$ cat src/rtl/frame_geometry_if.sv
// Strobe/measurement bundle between a video source (master) and frame_geometry (slave).
interface frame_geometry_if #(
  parameter int CNT_W = 8
);
  logic             Enable;
  logic             Pixel;
  logic             Line;
  logic             Frame;
  logic [CNT_W-1:0] Width;
  logic [CNT_W-1:0] Height;
  logic             Valid;
  logic             Locked;
  logic             LineErr;
  logic             Ovf;

  modport master (
    output Enable, Pixel, Line, Frame,
    input  Width, Height, Valid, Locked, LineErr, Ovf
  );

  modport slave (
    input  Enable, Pixel, Line, Frame,
    output Width, Height, Valid, Locked, LineErr, Ovf
  );
endinterface

$ cat src/rtl/frame_geometry.sv
// Measures pixels/line and lines/frame, flags inconsistent lines, and locks once
// the same good geometry has been seen LOCK_FRAMES frames in a row.
//
// state   | meaning
// SYNC    | discarding the partial frame seen after reset/Enable; waits for EOF
// MEASURE | publishing good frames, counting consecutive identical ones
// LOCKED  | geometry stable; any bad or different frame drops back to MEASURE
module frame_geometry #(
  parameter int CNT_W       = 8,
  parameter int LOCK_FRAMES = 2
) (
  input logic            Clk,
  input logic            nReset,
  frame_geometry_if.slave bus
);
  localparam int               MW     = (LOCK_FRAMES < 2) ? 1 : $clog2(LOCK_FRAMES + 1);
  localparam logic [CNT_W-1:0] MAX    = '1;
  localparam logic [MW-1:0]    LOCK_N = MW'(LOCK_FRAMES);

  typedef enum logic [1:0] {SYNC = 2'd0, MEASURE = 2'd1, LOCKED = 2'd2} state_t;

  state_t           state, state_nx;
  logic [MW-1:0]    match_cnt, match_nx;
  logic [CNT_W-1:0] pix_cnt, line_cnt, ref_len, width_q, height_q;
  logic             bad, valid_q, ovf_q, line_err_q;
  logic             eol, eof, pix_sat, line_sat, first_line, mismatch, frame_bad, same, publish;
  logic [CNT_W-1:0] len, lines, ref_eff;

  assign eol        = bus.Enable & bus.Pixel & bus.Line;
  assign eof        = eol & bus.Frame;
  assign pix_sat    = bus.Enable & bus.Pixel & (pix_cnt == MAX);
  assign line_sat   = eol & (line_cnt == MAX);
  assign len        = pix_sat ? MAX : pix_cnt + 1'b1;
  assign lines      = line_sat ? MAX : line_cnt + 1'b1;
  assign first_line = (line_cnt == '0);
  assign mismatch   = eol & ~first_line & (len != ref_len);
  // a single-line frame loads its reference in the EOF cycle itself
  assign ref_eff    = first_line ? len : ref_len;
  assign frame_bad  = bad | pix_sat | line_sat | mismatch;
  assign same       = valid_q & (ref_eff == width_q) & (lines == height_q);

  always_ff @(posedge Clk or negedge nReset) begin
    if (!nReset) begin
      state     <= SYNC;
      match_cnt <= '0;
    end else begin
      state     <= state_nx;
      match_cnt <= match_nx;
    end
  end

  always_comb begin
    state_nx = state;
    match_nx = match_cnt;
    publish  = 1'b0;
    if (!bus.Enable) begin
      state_nx = SYNC;
      match_nx = '0;
    end else if (eof) begin
      unique case (state)
        SYNC: begin
          state_nx = MEASURE;
          match_nx = '0;
        end
        MEASURE: begin
          if (frame_bad) begin
            match_nx = '0;
          end else begin
            publish  = 1'b1;
            match_nx = same ? match_cnt + 1'b1 : MW'(1);
            if (match_nx >= LOCK_N) state_nx = LOCKED;
          end
        end
        LOCKED: begin
          if (frame_bad) begin
            state_nx = MEASURE;
            match_nx = '0;
          end else if (!same) begin
            state_nx = MEASURE;
            publish  = 1'b1;
            match_nx = MW'(1);
          end
        end
        default: begin
          state_nx = SYNC;
          match_nx = '0;
        end
      endcase
    end
  end

  always_ff @(posedge Clk or negedge nReset) begin
    if (!nReset) begin
      pix_cnt    <= '0;
      line_cnt   <= '0;
      ref_len    <= '0;
      bad        <= 1'b0;
      ovf_q      <= 1'b0;
      line_err_q <= 1'b0;
      valid_q    <= 1'b0;
      width_q    <= '0;
      height_q   <= '0;
    end else if (!bus.Enable) begin
      pix_cnt    <= '0;
      line_cnt   <= '0;
      ref_len    <= '0;
      bad        <= 1'b0;
      ovf_q      <= 1'b0;
      line_err_q <= 1'b0;
      valid_q    <= 1'b0;
    end else begin
      if (eol)                  pix_cnt <= '0;
      else if (bus.Pixel && !pix_sat) pix_cnt <= pix_cnt + 1'b1;
      if (eof)                  line_cnt <= '0;
      else if (eol && !line_sat) line_cnt <= line_cnt + 1'b1;
      if (eol && first_line) ref_len <= len;
      if (eof)                                  bad <= 1'b0;
      else if (pix_sat || line_sat || mismatch) bad <= 1'b1;
      if (pix_sat || line_sat) ovf_q <= 1'b1;
      // partial lines seen while syncing are expected to disagree; stay quiet
      line_err_q <= mismatch && (state != SYNC);
      if (publish) begin
        width_q  <= ref_eff;
        height_q <= lines;
        valid_q  <= 1'b1;
      end
    end
  end

  assign bus.Width   = width_q;
  assign bus.Height  = height_q;
  assign bus.Valid   = valid_q;
  assign bus.Locked  = (state == LOCKED);
  assign bus.LineErr = line_err_q;
  assign bus.Ovf     = ovf_q;
endmodule

$ cat src/flat_wrapper.sv
// flat-port wrapper written by rule: the top's interface ports become plain ports
module frame_geometry_flat 
#(
  parameter int CNT_W       = 8,
  parameter int LOCK_FRAMES = 2
)
  (Clk, nReset, bus_Enable, bus_Pixel, bus_Line, bus_Frame, bus_Width, bus_Height, bus_Valid, bus_Locked, bus_LineErr, bus_Ovf);
  frame_geometry_if #(.CNT_W(CNT_W)) bus_i ();
  input logic Clk;
  input logic nReset;
  input wire logic [$bits(bus_i.Enable)-1:0] bus_Enable;
  input wire logic [$bits(bus_i.Pixel)-1:0] bus_Pixel;
  input wire logic [$bits(bus_i.Line)-1:0] bus_Line;
  input wire logic [$bits(bus_i.Frame)-1:0] bus_Frame;
  output wire logic [$bits(bus_i.Width)-1:0] bus_Width;
  output wire logic [$bits(bus_i.Height)-1:0] bus_Height;
  output wire logic [$bits(bus_i.Valid)-1:0] bus_Valid;
  output wire logic [$bits(bus_i.Locked)-1:0] bus_Locked;
  output wire logic [$bits(bus_i.LineErr)-1:0] bus_LineErr;
  output wire logic [$bits(bus_i.Ovf)-1:0] bus_Ovf;
  assign bus_i.Enable = bus_Enable;
  assign bus_i.Pixel = bus_Pixel;
  assign bus_i.Line = bus_Line;
  assign bus_i.Frame = bus_Frame;
  assign bus_Width = bus_i.Width;
  assign bus_Height = bus_i.Height;
  assign bus_Valid = bus_i.Valid;
  assign bus_Locked = bus_i.Locked;
  assign bus_LineErr = bus_i.LineErr;
  assign bus_Ovf = bus_i.Ovf;
  frame_geometry #(.CNT_W(CNT_W), .LOCK_FRAMES(LOCK_FRAMES)) u_core (.Clk(Clk), .nReset(nReset), .bus(bus_i));
endmodule
$ cat config.mk
export PLATFORM = sky130hd
export DESIGN_NAME = frame_geometry_flat
export DESIGN_NICKNAME = d
export VERILOG_FILES = /design/src/rtl/frame_geometry_if.sv /design/src/rtl/frame_geometry.sv /design/src/flat_wrapper.sv
export SDC_FILE = /design/constraint.sdc
export NUM_CORES = 1
export LEC_CHECK = 0
export CORE_MARGIN = 10
export CORE_UTILIZATION = 55
export CTS_CLUSTER_DIAMETER = 200
export DETAILED_ROUTE_END_ITERATION = 8
export GPL_TIMING_DRIVEN = 0
export PLACE_DENSITY = 0.82
export SYNTH_ARGS = -nofsm -noshare
export SYNTH_HDL_FRONTEND = slang
export SYNTH_SLANG_ARGS = --single-unit
export TNS_END_PERCENT = 20
$ cat constraint.sdc
create_clock -name Clk -period 7.9 [get_ports Clk]
set_input_delay 1.58 -clock Clk [delete_from_list [all_inputs] [get_ports Clk]]
set_output_delay 1.58 -clock Clk [all_outputs]
set_load 0.03 [all_outputs]
==> results.py, run 1 <==
metrics = {
    "status": {
        "run_status": "finished, final reports clean",
    },
    "sta": {
        "tightest_slew_ps": 1020,
        "finalWorstSetupSlack_ps": 2370,
        "skew_ps": 6.78,
        "final-hold-violation-count": 0,
        "drv_slew": 0,
        "period_needed_ps": 5530,
        "fin_setup_tns_ps": 0,
        "setup_viol": 0,
        "post-route-period-util_pct": 70.1,
        "rsz0062_at_grt": "false",
        "max_freq_ghz": 0.181,
        "maxSlewHeadroom_pct": 31.1,
        "holdWs_ps": 517,
    },
    "detailed_routing": {
        "via_per_inst": 6.28,
        "drtAntennaViolNets": 0,
        "drt_iter0_drc": 237,
        "dr.pass1.iters": 5,
        "post_drt_wl_per_cell_um": 18.4,
        "wl_um": 9420,
        "vias": 3215,
        "drc_errors": 0,
    },
    "setup_path": {
        "crit_chain": "clkdlybuf4s50_1, clkbuf_1, and3_1, clkbuf_1, a2111o_1, and3_1, o211ai_1, nand4b_1, nor4_1, nand2b_1, a211oi_4, buf_6, mux2_4",
        "startpoint_type": "primary input",
        "r2r_start": "u_core.pix_cnt[1]",
        "arrival_ps": 5730,
        "max_stage_delay_ps": 850,
        "r2r-end": "u_core.bus.Height[6]",
        "r2r_cells": 12,
        "required_ps": 8100,
        "slowest_stage": "nor4_1",
        "critical_path_class": "primary input to register",
        "cp_max_fo": 10,
        "reg2reg_slack_ps": 3500,
        "end_kind": "register",
    },
    "logic_synthesis": {
        "syn_area_per_cell_sq_um": 8.77,
        "yosysUniqueCellTypes": 69,
        "synth_area_sq_mm": 0.00353,
        "synth-main-ff-cell": "dfrtp_1",
        "ys_seq_elements": 48,
        "yosysWarnings": 0,
        "syn_inst": 402,
        "postSynth.asyncResetShare_pct": 100,
        "syn_nets": 415,
        "synth-edff-count": 0,
        "yosysSeqAreaShare_pct": 34.1,
    },
    "cells_and_area": {
        "layout_common_cells": "48 x dfrtp_1, 32 x nand2_1, 32 x nor2_1",
        "fill_cells": 538,
        "final_common_cell": "dfrtp_1",
        "fin_nets": 447,
        "multiInputGateArea_sq_mm": 0.00212,
        "antennaDiodeCount": 0,
        "drive_gt1_share_pct": 10.3,
        "seqCellArea_sq_mm": 0.00120,
        "area_delta_synth_final_pct": 12.5,
    },
    "clocking": {
        "cts_tree": "built",
        "clkSlewWorstSetupHoldPaths_ps": 90,
        "clock-sinks": 48,
        "numCtsBuffers": 5,
        "cts.htree.levels": 2,
        "postCtsSetupRepairBufs": 0,
        "cts_root_buf": "clkbuf_8",
        "clockBufferDepth": 2,
        "ctsHoldBuffers": 0,
        "clock_latency_ps": 310,
        "ctsResizeCount": 0,
    },
    "power": {
        "ir_drop_v": 0.0000945,
        "powerDensity_mw_per_mm2": 115,
        "p_leak_nw": 1.73,
    },
    "global_route": {
        "grt_pass1_vias": 3085,
        "overflow": 0,
        "grt_pass1_wl_um": 15600,
        "top_usage_layer": "met2",
        "grt_util_met3_pct": 3.50,
        "grt_use_total_pct": 18.7,
        "antenna_found_initial": 0,
        "grtUsageMet2_pct": 31.2,
        "grt_max_degree": 34,
        "met1_usage_pct": 24.6,
    },
    "die": {
        "start_util_pct": 56.2,
        "num_io_pins": 26,
        "die_area_sq_mm": 0.0100,
        "coreArea_sq_mm": 0.00628,
        "floorplan.rows": 29,
        "die_x_um": 100,
        "die_h_um": 100,
    },
    "placed_design": {
        "io_buffers": 24,
        "dp_slack_ps": 2200,
        "place_congestion": 0.934,
        "hpwl_um": 6820,
    },
    "run": {
        "cap_violations": 0,
    },
    "worst_hold_path": {
        "holdCritPathClass": "register to register",
        "whs_path_depth": 1,
        "min_to": "u_core.bus.Ovf",
        "worstHoldStart": "u_core.bus.Ovf",
    },
}
[critical path: cells and delay by family]
kind            cells  cell delay, ps
compound gates      3             520
simple gates        5            1710
buf+inv             4            1620
mux                 1             300
[where the power goes]
part	internal, mW	switching, mW
combinational	0.0181	0.0349
clock	0.0632	0.0901
sequential	0.248	0.00276
[Yosys cell counts, types with 4 or more instances]
| cell | n | area, sq um |
|---|---|---|
| a2111oi_0 | 4 | 35.0 |
| or3_1 | 6 | 37.5 |
| a31o_2 | 7 | 61.3 |
| nand2b_1 | 4 | 25.0 |
| and2_1 | 4 | 25.0 |
| dfrtp_1 | 48 | 1200 |
| and3_1 | 11 | 68.8 |
| ha_1 | 7 | 87.6 |
| buf_2 | 4 | 20.0 |
| clkbuf_1 | 17 | 63.8 |
| mux2_2 | 7 | 78.8 |
| nor3_1 | 11 | 55.1 |
| xor2_1 | 11 | 96.3 |
| and4_1 | 4 | 35.0 |
| mux2_4 | 4 | 60.1 |
| nor2_1 | 32 | 120 |
| mux2i_1 | 10 | 100 |
| nand3_1 | 17 | 85.1 |
| nand2_1 | 32 | 120 |
| a31oi_1 | 6 | 37.5 |
| inv_1 | 21 | 78.8 |
| o21ai_0 | 24 | 120 |
| a21oi_1 | 17 | 85.1 |
| nor4_1 | 5 | 31.3 |
| nor2b_1 | 5 | 31.3 |
| xnor2_1 | 11 | 96.3 |
| nand4_1 | 4 | 25.0 |
[area by class of cell]
| cell class | instances | share of cell area (%) |
|---|---|---|
| Sequential cell | 48 | 30.3 |
| Clock buffer | 6 | 1.83 |
| Tap cell | 77 | 2.43 |
| Timing Repair Buffer | 25 | 6.43 |
| Clock inverter | 2 | 0.410 |
| Multi-Input combinational cell | 308 | 53.5 |
| Inverter | 21 | 1.99 |
| Buffer | 25 | 3.15 |
[through the flow]
stage | power [mW] | std cells | util [%] | cell area [sq um]
5_1_grt | 0.474 | 512 | 63.2 | 3970
3_3_place_gp | 0.306 | 503 | 61.6 | 3860
4_1_cts | 0.460 | 512 | 63.2 | 3970
6_report | 0.457 | 512 | 63.2 | 3970
2_1_floorplan | 0.288 | 402 | - | 3530
3_5_place_dp | 0.308 | 504 | 61.8 | 3880
[state kept, by name, summed over array words and instances (netlist names)]
register / cells
u_core.match_cnt: 2
u_core.bus.LineErr: 1
u_core.line_cnt: 8
u_core.pix_cnt: 8
u_core.ref_len: 8
u_core.state: 2
u_core.bad: 1
u_core.bus.Ovf: 1
u_core.bus.Width: 8
u_core.bus.Height: 8
u_core.bus.Valid: 1
[metal layers]
| layer | vias up | wire (um) |
|---|---|---|
| met1 | 1547 | 4300 |
| li1 | 1542 | - |
| met4 | 0 | 83 |
| met3 | 8 | 561 |
| met2 | 118 | 4470 |
| met5 | - | 0 |
[cells by family (layout without fill, tap and decap cells)]
group                    after synthesis  count (layout)  synth area share, %
adder cells (fa/ha/maj)                7               7                 2.48
multiplexers                          21              21                 6.78
buffers and inverters                 46              79                 5.78
flip-flops                            48              48                 34.1
AND/OR/NAND/NOR                      154             154                 23.2
XOR/XNOR                              24              24                 6.74
AO/OA/AOI/OAI                        102             102                 21.0
[worst max path at each step]
| stage | endpoint | slack [ps] | cells past startpoint | startpoint |
|---|---|---|---|---|
| 2_1_floorplan | u_core.bus.Height[4] | 3260 | 11 | bus_Pixel |
| 3_3_place_gp | u_core.bus.Height[5] | 2170 | 13 | bus_Enable |
| 3_5_place_dp | u_core.bus.Width[7] | 2200 | 13 | bus_Pixel |
| 4_1_cts | u_core.bus.Height[6] | 2500 | 13 | bus_Pixel |
| 5_1_grt | u_core.bus.Height[6] | 2120 | 13 | bus_Enable |
| 6_report | u_core.bus.Height[6] | 2370 | 13 | bus_Enable |
Power figures use the tool's default switching activity.
==> run 2, diff against run 1 <==
Clock period 7.9 ns to 5.2 ns, I/O delays scaled along.
==> run 2 against run 1 <==
Net effect:
- power up 52%
- via count up 1.0%
- sequential share of layout area about the same
- global-route usage unchanged
- routed wire length up 0.48%
- core utilization up 0.10 points
- design area up 0.16%
- register-to-register slack worse by 2700 ps
- clock power up 53%
- worst setup slack worse by 2100 ps
- count of clock-buffer cells in the layout unchanged
==> results.py, run 2 (same netlist as run 1, synthesis figures left out) <==
metrics = {
    "die": {
        "die_x_um": 100,
        "num_io_pins": 26,
        "coreArea_sq_mm": 0.00628,
        "start_util_pct": 56.2,
        "die_area_sq_mm": 0.0100,
        "floorplan.rows": 29,
        "die_h_um": 100,
    },
    "sta": {
        "rsz0062_at_grt": "false",
        "period_needed_ps": 4940,
        "drv_slew": 0,
        "post-route-period-util_pct": 94.9,
        "skew_ps": 6.68,
        "maxSlewHeadroom_pct": 45.3,
        "setup_viol": 0,
        "max_freq_ghz": 0.203,
        "final-hold-violation-count": 0,
        "fin_setup_tns_ps": 0,
        "holdWs_ps": 518,
        "finalWorstSetupSlack_ps": 265,
        "tightest_slew_ps": 815,
    },
    "clocking": {
        "cts_root_buf": "clkbuf_8",
        "clock_latency_ps": 310,
        "ctsHoldBuffers": 0,
        "clkSlewWorstSetupHoldPaths_ps": 90,
        "clock-sinks": 48,
        "numCtsBuffers": 5,
        "clockBufferDepth": 2,
        "cts.htree.levels": 2,
        "cts_tree": "built",
    },
    "detailed_routing": {
        "drt_iter0_drc": 254,
        "via_per_inst": 6.34,
        "drtAntennaViolNets": 0,
        "vias": 3247,
        "wl_um": 9460,
        "dr.pass1.iters": 6,
        "post_drt_wl_per_cell_um": 18.5,
        "drc_errors": 0,
    },
    "setup_path": {
        "required_ps": 5400,
        "startpoint_type": "primary input",
        "reg2reg_slack_ps": 770,
        "end_kind": "register",
        "cp_max_fo": 10,
        "critical_path_class": "primary input to register",
        "arrival_ps": 5140,
    },
    "global_route": {
        "grt_pass1_vias": 3085,
        "grt_max_degree": 34,
        "antenna_found_initial": 0,
        "grt_use_total_pct": 18.7,
        "grt_pass1_wl_um": 15600,
        "overflow": 0,
    },
    "worst_hold_path": {
        "holdCritPathClass": "register to register",
    },
    "placed_design": {
        "dp_slack_ps": 35.4,
        "hpwl_um": 6820,
        "io_buffers": 24,
        "place_congestion": 0.934,
    },
    "cells_and_area": {
        "final_common_cell": "dfrtp_1",
        "drive_gt1_share_pct": 10.6,
        "finalCoreUtilization_pct": 63.3,
        "fin_nets": 447,
        "area_delta_synth_final_pct": 12.7,
        "layout_common_cells": "48 x dfrtp_1, 32 x nand2_1, 32 x nor2_1",
        "antennaDiodeCount": 0,
    },
    "status": {
        "run_status": "finished, final reports clean",
    },
    "run": {
        "cap_violations": 0,
    },
    "power": {
        "ir_drop_v": 0.000144,
        "p_leak_nw": 1.73,
        "finalPower_mw": 0.696,
        "powerDensity_mw_per_mm2": 175,
    },
}
run 2: per-stage QoR:
stage,instances,instance area [sq um]
floorplan,402,3530
global placement,503,3860
detailed placement,504,3880
CTS,512,3970
global route,512,3970
finish,512,3970
run 2: what timing repair did:
item | CTS | global route
resized for setup | 0 | 1
endpoints found under the hold margin | 0 | 0
buffers inserted | 0 | 0
endpoints found under the setup margin | 0 | 4
run 2: path summary, 6_finish.rpt:
kind	startpoint	end	cells after the start
worst max-delay path	bus_Pixel	u_core.bus.Height[6]	13
min in group asynchronous	nReset	u_core.pix_cnt[1]	1
worst min register to register	u_core.bus.Ovf	u_core.bus.Ovf	1
max in group asynchronous	nReset	u_core.ref_len[3]	2
worst min-delay path	u_core.bus.Ovf	u_core.bus.Ovf	1
worst max register to register	u_core.pix_cnt[1]	u_core.bus.Height[6]	12
run 2: routing by layer:
layer / vias to the layer above / track usage, % / routed length [um]
met5: - / 0 / 0
met4: 0 / 4.13 / 126
met3: 18 / 3.50 / 647
met2: 144 / 31.2 / 4420
met1: 1541 / 24.6 / 4270
li1: 1544 / - / -
run 2: layout make-up:
type,instances,area (sq um)
fillers,536,2300
multi-input cells,308,2130
flip-flops and latches,48,1200
repair buffers,25,255
plain buffers,25,125
well taps,77,96.3
inverters,21,78.8
clock buffers,6,72.6
clock inverters,2,16.3
run 2: power breakdown:
part           switching (mW)  internal (mW)  leakage [nW]
clock network           0.138         0.0960        0.0414
registers             0.00416          0.377         0.643
logic                  0.0536         0.0275          1.05
run 2: critical path: stages:
cell	delay (ps)
clkdlybuf4s50_1	530
buf_4	200
nand4_1	190
nor3_1	260
buf_2	280
o211ai_1	130
a221o_1	340
or4_4	460
a311oi_4	440
nand3_2	180
a211oi_4	510
buf_6	260
mux2_4	310
==> edit 1: new RTL, flow settings as in run 1 <==
`LOCK_FRAMES` is set to 2 in 2 places; all go to 4.
--- a/src/rtl/frame_geometry.sv
+++ b/src/rtl/frame_geometry.sv
@@ -7,7 +7,7 @@
 // LOCKED  | geometry stable; any bad or different frame drops back to MEASURE
 module frame_geometry #(
   parameter int CNT_W       = 8,
-  parameter int LOCK_FRAMES = 2
+  parameter int LOCK_FRAMES = 4
 ) (
   input logic            Clk,
   input logic            nReset,
--- a/src/flat_wrapper.sv
+++ b/src/flat_wrapper.sv
@@ -2,7 +2,7 @@
 module frame_geometry_flat 
 #(
   parameter int CNT_W       = 8,
-  parameter int LOCK_FRAMES = 2
+  parameter int LOCK_FRAMES = 4
 )
   (Clk, nReset, bus_Enable, bus_Pixel, bus_Line, bus_Frame, bus_Width, bus_Height, bus_Valid, bus_Locked, bus_LineErr, bus_Ovf);
   frame_geometry_if #(.CNT_W(CNT_W)) bus_i ();
Formal check against the unedited RTL: not equivalent (Yosys sat finds a counterexample within 4 cycles, from zero or initial values and one cycle with nReset low).
==> edit 1 against run 1 <==
Cell count down 2.3%; wire length down 1.8%; synthesized cell count down 2.2%; synthesized area down 1.9%; sequential cell count up 1; total power up 0.93%; cell area down 1.7%; setup slack better by 0.60 ns; largest power group unchanged.
==> edit 1: results <==
[run_status]
status = finished clean

[critical_path]
ff2ff_setup_slack_ns = 4.20
slowest_delay_ns = 0.53
endpoint = u_core.bus.Width[6]$_DFFE_PN0P_
slowest_stage = or4_1
ff2ff_path_depth = 11

[grt]
gr-usage-met2 = 0.298
grt_max_degree = 37
groute.usage.overall = 0.184
grt_pass1_wl_mm = 15.2
grt_pass1_vias = 3113
grt.met3_usage = 0.0360
grtUsageMet1 = 0.241

[synth]
synthAdderAreaFrac = 0.0253
yosys.area_share.xor_xnor = 0.0506
synth_nets = 406
synth-compound-area-share = 0.236
synthTopCellsByCount = dfrtp_1 (49), nand2_1 (35), nor2_1 (28), o21ai_0 (28), a21oi_1 (21)
yosysSeqAreaShare = 0.354
ys_types = 66
synthTopCellsByArea = dfrtp_1 (35%), o21ai_0 (4.0%), nand2_1 (3.8%), mux2_4 (3.5%), a21oi_1 (3.0%)
yosys-mux-area-fraction = 0.0618

[sta]
tightestPinTransition_ns = 0.615
skew_ns = 0.00623
layout_setup_ws_ns = 2.97

[finish]
signal_buffers = 54
inverters = 14
multi_input_cells = 301
register_area_um2 = 1230
clk_share = 0.0231
final.fill_count = 522
drive_gt1_frac = 0.118
area_growth_pct = 12.7
nNetsFinal = 438
multi_input_area_share = 0.522

[detailed_routing]
via_per_inst = 6.47
wirelength_met1_mm = 3.97
vias = 3233
drt-wirelength-per-cell_um = 18.5
wl_met2_mm = 4.29

[place]
gp_congestion = 0.925
pre_cts_slack_ns = 2.74
placedCellCount = 493
dp_hpwl_mm = 6.71
dpl_cell_area_um2 = 3810

[power]
power_frac_clock = 0.326
comb_power_share = 0.114
vdd_ir_drop_max_v = 0.0000649
p_sw_uw = 120
p_leak_nw = 1.71
## edit 1: cell types whose count changed after synthesis, moves of 5 or more
cell    delta
a21o_1     +5
buf_2      +6
inv_1      -7
or3_1      -5
## edit 1: how the worst min path moves through the flow
stage,startpoint,to,slack [ns],cells after the start
finish,u_core.match_cnt[0]$_DFFE_PN0P_,u_core.match_cnt[0]$_DFFE_PN0P_,0.52,1
global route,u_core.match_cnt[2]$_DFFE_PN0P_,u_core.match_cnt[2]$_DFFE_PN0P_,0.55,1
CTS,u_core.match_cnt[2]$_DFFE_PN0P_,u_core.match_cnt[2]$_DFFE_PN0P_,0.52,1
detailed placement,u_core.match_cnt[2]$_DFFE_PN0P_,u_core.match_cnt[2]$_DFFE_PN0P_,0.50,1
global placement,u_core.match_cnt[2]$_DFFE_PN0P_,u_core.match_cnt[2]$_DFFE_PN0P_,0.48,1
floorplan,u_core.match_cnt[2]$_DFFE_PN0P_,u_core.match_cnt[2]$_DFFE_PN0P_,0.46,1
==> edit 2: new RTL, config.mk and constraints of run 1 <==
Made on the original files. Encoding of `state_t`: now one-hot (3 bits for 3 states).
--- a/src/rtl/frame_geometry.sv
+++ b/src/rtl/frame_geometry.sv
@@ -17,7 +17,7 @@
   localparam logic [CNT_W-1:0] MAX    = '1;
   localparam logic [MW-1:0]    LOCK_N = MW'(LOCK_FRAMES);
 
-  typedef enum logic [1:0] {SYNC = 2'd0, MEASURE = 2'd1, LOCKED = 2'd2} state_t;
+  typedef enum logic [2:0] {SYNC = 3'b001, MEASURE = 3'b010, LOCKED = 3'b100} state_t;
 
   state_t           state, state_nx;
   logic [MW-1:0]    match_cnt, match_nx;
Behaviour: same outputs for any inputs over 4 cycles, from zero or initial values and one cycle with nReset low; so few cycles prove little.
==> edit 2 against run 1 <==
Wire length rose by 0.24%; largest cell class unchanged; critical path depth down 1; synthesized area increased by 0.67%; cell area increased by 0.66%; critical endpoint is now u_core.bus.Height[3]$_DFFE_PN0P_; setup slack better by 0.37 ns; non-clock buffer count down 3; sequential cell count up 1; total power rose by 2.0%.
==> edit 2: results <==
[synth]
ys_ff_latch = 49
synthTopCellsByArea = dfrtp_1 (34%), nor2_1 (4.4%), xnor2_1 (3.9%), nand2_1 (3.8%), nand3_1 (3.5%)
synthTopCellsByCount = dfrtp_1 (48), nor2_1 (42), nand2_1 (36)
synth-compound-area-share = 0.176
yosys-mux-area-fraction = 0.0835
synthAdderAreaFrac = 0.0106
yosysSeqAreaShare = 0.346
ys_types = 63
yosys.area_share.xor_xnor = 0.0740
synth_nets = 418

[sta]
slew_headroom = 0.344
skew_ns = 0.0150

[power]
pg_comb_uw = 59.5
comb_power_share = 0.128

[finish]
clk_share = 0.0204
drive_gt1_frac = 0.104
multi_input_cells = 325
final_cell_count_no_fill = 520
final.fill_count = 561
signal_buffers = 47
seq_area_frac = 0.307
nNetsFinal = 451

[detailed_routing]
drt-initial-drc-count = 282
wirelength_mm = 9.44

[grt]
grt_pass1_wl_mm = 15.5
groute.usage.overall = 0.186
grt_max_degree = 33

[run_status]
status = finished clean

[critical_path]
slowest_stage = or4_4

[place]
portBuffers = 25
pre_cts_slack_ns = 2.49
## edit 2: path summary, 6_finish.rpt
path,startpoint,end,slack (ns),cells past startpoint
worst max-delay path,bus_Pixel,u_core.bus.Height[3]$_DFFE_PN0P_,2.74,12
worst min-delay path,u_core.bus.Valid$_DFFE_PN0P_,u_core.bus.Valid$_DFFE_PN0P_,0.53,2
worst max register to register,u_core.pix_cnt[1]$_DFFE_PN0P_,u_core.bus.Height[3]$_DFFE_PN0P_,3.77,11
worst min register to register,u_core.bus.Valid$_DFFE_PN0P_,u_core.bus.Valid$_DFFE_PN0P_,0.53,2
max in group asynchronous,nReset,u_core.bus.Height[7]$_DFFE_PN0P_,6.17,2
min in group asynchronous,nReset,u_core.pix_cnt[6]$_DFFE_PN0P_,1.20,1
## edit 2: metal layers
layer	part of all wire	global-route usage	up-vias
met5	0	0	-
met4	0.018	0.0598	0
met3	0.093	0.0385	26
met2	0.46	0.293	164
met1	0.43	0.249	1597
li1	-	-	1572
